--- src/rtl/ptr_sync_multi.sv ---
// Multi-flop Gray pointer synchronizer with binary conversion, change/delta reporting
// and illegal-transition (Hamming distance > 1) error tracking; all outputs registered.
module ptr_sync_multi #(
   parameter int Addr_Width  = 8,
   parameter int SYNC_STAGES = 2,
   parameter int ERR_W       = 4
) (
   input  logic                  rd_clk,
   input  logic                  rd_rstn,
   input  logic [Addr_Width:0]   ptr_gray_in,
   input  logic                  err_clr,
   output logic [Addr_Width:0]   ptr_gray_sync,
   output logic [Addr_Width:0]   ptr_bin_sync,
   output logic                  ptr_changed,
   output logic [Addr_Width:0]   ptr_delta,
   output logic                  gray_err,
   output logic [ERR_W-1:0]      err_count
);

   localparam int PW = Addr_Width + 1;

   generate
      if (SYNC_STAGES < 2 || SYNC_STAGES > 4) begin : g_bad_stages
         $error("ptr_sync_multi: SYNC_STAGES must be in 2..4");
      end
   endgenerate

   function automatic logic [PW-1:0] gray2bin(input logic [PW-1:0] g);
      logic [PW-1:0] b;
      b[PW-1] = g[PW-1];
      for (int i = PW - 2; i >= 0; i--) begin
         b[i] = b[i+1] ^ g[i];
      end
      return b;
   endfunction

   logic [PW-1:0]    sync_q [SYNC_STAGES];
   logic [PW-1:0]    g_prev_q;
   logic [PW-1:0]    bin_q, bin_d;
   logic [PW-1:0]    delta_q, delta_d;
   logic             changed_q, changed_d;
   logic             gray_err_q, gray_err_d;
   logic [ERR_W-1:0] err_count_q, err_count_d;
   logic [PW-1:0]    gray_diff;
   logic             illegal;

   // Plain flop chain: the first stage sees the raw foreign pointer, nothing in between.
   always_ff @(posedge rd_clk or negedge rd_rstn) begin
      if (!rd_rstn) begin
         for (int i = 0; i < SYNC_STAGES; i++) begin
            sync_q[i] <= '0;
         end
      end else begin
         sync_q[0] <= ptr_gray_in;
         for (int i = 1; i < SYNC_STAGES; i++) begin
            sync_q[i] <= sync_q[i-1];
         end
      end
   end

   assign ptr_gray_sync = sync_q[SYNC_STAGES-1];

   // More than one set bit in the XOR means more than one Gray bit flipped.
   assign gray_diff = ptr_gray_sync ^ g_prev_q;
   assign illegal   = |(gray_diff & (gray_diff - PW'(1)));

   always_comb begin
      bin_d       = gray2bin(ptr_gray_sync);
      delta_d     = bin_d - gray2bin(g_prev_q);
      changed_d   = (gray_diff != '0);
      gray_err_d  = gray_err_q;
      err_count_d = err_count_q;
      if (illegal) begin
         gray_err_d = 1'b1;
         if (err_clr) begin
            err_count_d = ERR_W'(1);
         end else if (err_count_q != '1) begin
            err_count_d = err_count_q + ERR_W'(1);
         end
      end else if (err_clr) begin
         gray_err_d  = 1'b0;
         err_count_d = '0;
      end
   end

   always_ff @(posedge rd_clk or negedge rd_rstn) begin
      if (!rd_rstn) begin
         g_prev_q    <= '0;
         bin_q       <= '0;
         delta_q     <= '0;
         changed_q   <= 1'b0;
         gray_err_q  <= 1'b0;
         err_count_q <= '0;
      end else begin
         g_prev_q    <= ptr_gray_sync;
         bin_q       <= bin_d;
         delta_q     <= delta_d;
         changed_q   <= changed_d;
         gray_err_q  <= gray_err_d;
         err_count_q <= err_count_d;
      end
   end

   assign ptr_bin_sync = bin_q;
   assign ptr_delta    = delta_q;
   assign ptr_changed  = changed_q;
   assign gray_err     = gray_err_q;
   assign err_count    = err_count_q;

endmodule

--- config.mk ---
export PLATFORM = sky130hd
export DESIGN_NAME = ptr_sync_multi
export DESIGN_NICKNAME = d
export VERILOG_FILES = /design/src/rtl/ptr_sync_multi.sv
export SDC_FILE = /design/constraint.sdc
export NUM_CORES = 1
export LEC_CHECK = 0
export ABC_AREA = 1
export BUFFER_PORTS_ARGS = -buffer_cell sky130_fd_sc_hd__buf_4
export CAP_MARGIN = 20
export CORE_UTILIZATION = 50
export CTS_CLUSTER_SIZE = 14
export DETAILED_ROUTE_END_ITERATION = 8
export GPL_ROUTABILITY_DRIVEN = 0
export MAX_ROUTING_LAYER = met4
export PLACE_DENSITY = 0.75
export SKIP_LAST_GASP = 1
export SLEW_MARGIN = 20
export SYNTH_ARGS = -nofsm -noshare
export SYNTH_HDL_FRONTEND = slang
export SYNTH_SLANG_ARGS = --single-unit
--- constraint.sdc ---
create_clock -name rd_clk -period 3.25 [get_ports rd_clk]
set_input_delay 0.1625 -clock rd_clk [delete_from_list [all_inputs] [get_ports rd_clk]]
set_output_delay 0.1625 -clock rd_clk [all_outputs]
set_load 0.05 [all_outputs]
After elaboration in Yosys (flattened, before gate mapping)
Index checks and enable logic that the tools add are counted.

Bits of input ports: 12. Bits in registers: 51. Output and inout bits: 33. Word-level logic and storage cells: 41.

Reduce and logical (&&, ||, !) cells: 5. Add/subtract/negate cells: 3. Equality and inequality tests: 1. Bitwise gates (word level): 18. Mux-type cells: 6.

Operator list (count): 4-bit two-way mux (4); 1-bit bitwise XOR (16); 9-bit AND (1); 9-bit nonzero test (1); 9-bit OR reduction (1); 9-bit by 1-bit subtractor with 9-bit output, second input constant (1); 9-bit subtractor (1); 9-bit bitwise XOR (1); 4-bit by 1-bit adder with 4-bit output, second input constant (1); 4-bit inequality test, second input constant (1); 2-bit nonzero test (2); 1-bit two-way mux (2); 2-bit AND reduction (1).

Depth between registers and ports, before layout
Depth after elaboration: 9. Depth in mapped cells: 24. Depth with buffers taken out: 24.

Worst setup path before layout
Ideal clock, no wire load.

Kind: register to register. From: register sync_q (netlist bit ptr_gray_sync[8]). To: register delta_q[6] (netlist: ptr_delta[6]). Required time: 3134 ps. Cell stages (with the launch flop): 23. Period minus slack after synthesis: 2409 ps. Library setup time: 116 ps. Path buffers: 0. Arrival: 2292 ps. Setup slack: 841 ps. Path through: dfrtp_1 inv_2 nand2_2 nand3b_4 nand2_2 nand2_2 nand3_2 nand3_1 nand3_2 nand3_1 nand2_4 xnor2_1 ha_1 inv_1 ha_1 inv_1 nand2_2 nand2_1 nand2_2 nand2_1 nand2_1 nand2_1 nand2_1.

Word-level cells in the longest chain between the ends: 9.

Ends and longest elaborated chain: from (decl) (RTL line 37) `logic [PW-1:0] sync_q [SYNC_STAGES];`; from (signal, indexed assignment) (RTL line 56) `sync_q[i] <= sync_q[i-1];`; 1-bit bitwise XOR (*) (7 in series) (RTL line 32) `b[i] = b[i+1] ^ g[i];`; named net bin_d[1] (RTL line 39) `logic [PW-1:0] bin_q, bin_d;`; 1-bit bitwise XOR (RTL line 32); 9-bit subtractor (*) (RTL line 69) `delta_d = bin_d - gray2bin(g_prev_q);`; named net delta_d[6] (RTL line 40) `logic [PW-1:0] delta_q, delta_d;`; to (signal assigned) (RTL line 97) `delta_q <= delta_d;`; to (decl) (RTL line 40).

Mark *: on every way through the listed nets, which the timed path passes. The rest lies on a longest branch. A chain may end at the register's enable or synchronous reset.

Final worst setup path
From: register sync_q (netlist bit ptr_gray_sync[7]). To: register delta_q[6] (netlist: ptr_delta[6]).

The elaborated chain is that of the path after synthesis.

==> key figures <==
Power and ir drop
  – Switch share: 37.5%
  – Clock power frac: 23.2%
  – Pint: 1.14 mW
  – Maximum vdd drop: 0.288 mV
  – Reg power frac: 40.4%
  – Pwr dens: 604 nW/um2
  – Lkg Pwr: 1.59 nW
  – Psw: 684 uW
  – Combinational power share: 36.4%

Layout
  – Final core area utilization: 63.9%
  – Ant. Diodes: 0
  – Final nets: 336
  – Synthesis-to-layout area growth: 22.7%
  – Fraction of layout cells with a size suffix above 1: 27.1%

STA
  – Setup TNS Final: 0 ns
  – Period utilization: 82.5%
  – Final hold slack: 0.353 ns
  – Fin Clk Skew: 0.00684 ns
  – Final hold vios: 0
  – Worst-Margin Slew: 0.582 ns
  – Final slew viol count: 0
  – Minimum clock period: 2.68 ns
  – Maximum operating frequency: 373 MHz
  – Unrepaired setup endpoints after global routing: false
  – Slew headroom: 61.2%
  – Final setup fails: 0

CTS
  – Number of buffers added for setup after CTS: 0
  – Deepest clock path buffer count: 2
  – CTS Sinks: 50
  – Clock root buffer: clkbuf_8
  – Hold_buf cts: 11
  – H-tree Lvls: 2
  – CTS tree: yes
  – Clock transition at path regs: 0.09 ns
  – TritonCTS buffer count: 5
  – Clk_lat worst skew: 0.30 ns
  – # resized after CTS: 0

Logic synthesis
  – Synth unique cells: 25
  – YS warnings: 0
  – Yosys top cell area share: 50.9%
  – List of most frequent post-synthesis cells: nand2_1 (60), dfrtp_1 (50), inv_1 (32)
  – Syn_area_per_cell: 9.32 um2
  – Ys async rst share: 100%
  – Synth top area cells: dfrtp_1 (51%), nand2_1 (9.2%), nand3_1 (5.1%), inv_1 (4.9%), nand2_2 (4.3%)
  – Synth Instances: 264
  – Syn Std Cell Area: 2460 um2
  – Yosys reg bits: 50
  – Sequential-to-total area share from yosys stat: 50.9%
  – EDFF count, synth: 0
  – Most common cell in the netlist: nand2_1
  – Synth Flop Type: dfrtp_1
  – Synth area leader: dfrtp_1
  – Synth Net Count: 284

Routing
  – Drt pass-1 iters: 4
  – Remaining DRCs: 0
  – Initial DRC Count: 42
  – Remaining antenna violation count after routing: 0
  – Via count: 1,787
  – Vias per inst: 4.65
  – Final wirelength: 3.91 mm
  – WL/cell: 10.2 um

Setup path
  – Crit end category: flip-flop
  – Worst Path Max Fanout: 6
  – Critical Path AT: 2.88 ns
  – Critical path type: flip-flop to flip-flop
  – R2r worst-path depth: 23
  – Worst setup path end: ptr_delta[6]
  – Req. time, crit path: 3.45 ns
  – R2r endpoint: ptr_delta[6]
  – Worst r2r src: ptr_gray_sync[7]
  – Startpoint types: flip-flop
  – R2R Setup Slk: 0.57 ns
  – Critical Path Start: ptr_gray_sync[7]

Floorplan
  – Core region area: 4720 um2
  – Rows: 25
  – Die Y: 72.1 um
  – Initial Util: 52.1%
  – I/O Pins: 45
  – Die X: 72.1 um
  – Die area: 5200 um2

Global route
  – Initial antenna violation count: 0
  – Largest net degree at the start of global routing: 51
  – First-pass GRT wire length: 6.73 mm
  – Vias in the first global route: 1,663
  – Overflow after GRT: 0
  – GRT Util Overall: 17.3%

Hold path
  – Cells on Worst Hold Path: 0
  – Worst hold path type: flip-flop to flip-flop

Run
  – Max Cap Viol: 0

Status
  – Outcome: finished, final reports clean

Place
  – Post-DP HPWL: 2.98 mm
  – PortBufs: 44
-- cells by family after synthesis --
group	after synthesis	synth area share [%]
adder cells (fa/ha/maj)	8	4.07
XOR/XNOR	15	5.34
AND/OR/NAND/NOR	127	26.9
buffers and inverters	46	8.55
AO/OA/AOI/OAI	18	4.27
flip-flops	50	50.9
-- worst min-delay path by stage --
stage	slack [ns]	from	end
2_1_floorplan	-0.13	rd_rstn	err_count[0]
3_3_place_gp	0.21	rd_rstn	ptr_delta[7]
3_5_place_dp	0.21	rd_rstn	ptr_delta[7]
4_1_cts	0.36	sync_q[14]	ptr_gray_sync[5]
5_1_grt	0.36	sync_q[14]	ptr_gray_sync[5]
6_report	0.35	sync_q[14]	ptr_gray_sync[5]
-- through the flow --
step | area (um2) | worst slack (ns) | instances | total power, mW
after floorplan | 2460 | 0.841 | 264 | 1.24
after global routing | 3020 | 0.233 | 384 | 1.93
after detailed placement | 2800 | 0.539 | 365 | 1.41
after global placement | 2800 | 0.672 | 365 | 1.40
final | 3020 | 0.568 | 384 | 1.82
after CTS | 3020 | 0.528 | 384 | 1.84
-- power groups by stage --
| stage | clock network (mW) | logic [mW] | registers (mW) |
|---|---|---|---|
| after global routing | 0.461 | 0.719 | 0.746 |
| after detailed placement | 0 | 0.656 | 0.750 |
| after global placement | 0 | 0.648 | 0.749 |
| after floorplan | 0 | 0.268 | 0.970 |
| after CTS | 0.440 | 0.667 | 0.737 |
| final | 0.424 | 0.663 | 0.737 |
-- critical path, stage by stage (launching register included) --
cell and delay, ns:
dfrtp_1 0.47, inv_2 0.07, nand2_1 0.08, nand3_2 0.10
nand2_2 0.12, nand2_2 0.06, nand3_2 0.09, nand2_2 0.08
nand2_2 0.07, nand3_2 0.10, nand3_1 0.15, nand2_4 0.08
xnor2_1 0.20, ha_1 0.20, inv_1 0.04, ha_1 0.16
inv_1 0.07, nand2_2 0.06, nand2_1 0.07, nand2_2 0.07
nand2_1 0.08, nand2_1 0.05, nand2_1 0.06, nand2_1 0.04
-- layer usage --
| metal | GRT usage [%] | up-vias | share of wire (%) |
|---|---|---|---|
| li1 | - | 930 | - |
| met1 | 20.6 | 806 | 46 |
| met2 | 28.8 | 45 | 47 |
| met3 | 4.72 | 6 | 5.5 |
| met4 | 5.23 | 0 | 1.2 |
| met5 | - | - | 0 |
-- sequential cells by signal, indices dropped and copies added, names as in the netlist --
signal / cells
err_count: 4
g_prev_q: 8
gray_err: 1
ptr_bin_sync: 9
ptr_changed: 1
ptr_delta: 9
ptr_gray_sync: 9
sync_q: 9
-- area by class of cell --
| type | instances | area (um2) |
|---|---|---|
| Multi-Input combinational cell | 168 | 998 |
| Inverter | 36 | 135 |
| Tap cell | 67 | 83.8 |
| Sequential cell | 50 | 1250 |
| Clock inverter | 2 | 37.5 |
| Timing Repair Buffer | 55 | 440 |
| Clock buffer | 6 | 72.6 |
| Fill cell | 398 | 1700 |
-- cells in the final DEF (no fill, tap or decap), drive strengths merged, types with 8 or more instances in the layout --
cell type	netlist	final
nand2	80	80
dfrtp	50	50
buf	10	44
dlygate4sd3	0	11
xor2	9	9
inv	36	36
ha	8	8
nand3	34	34
Note: power is estimated with default switching activity, not from simulation.
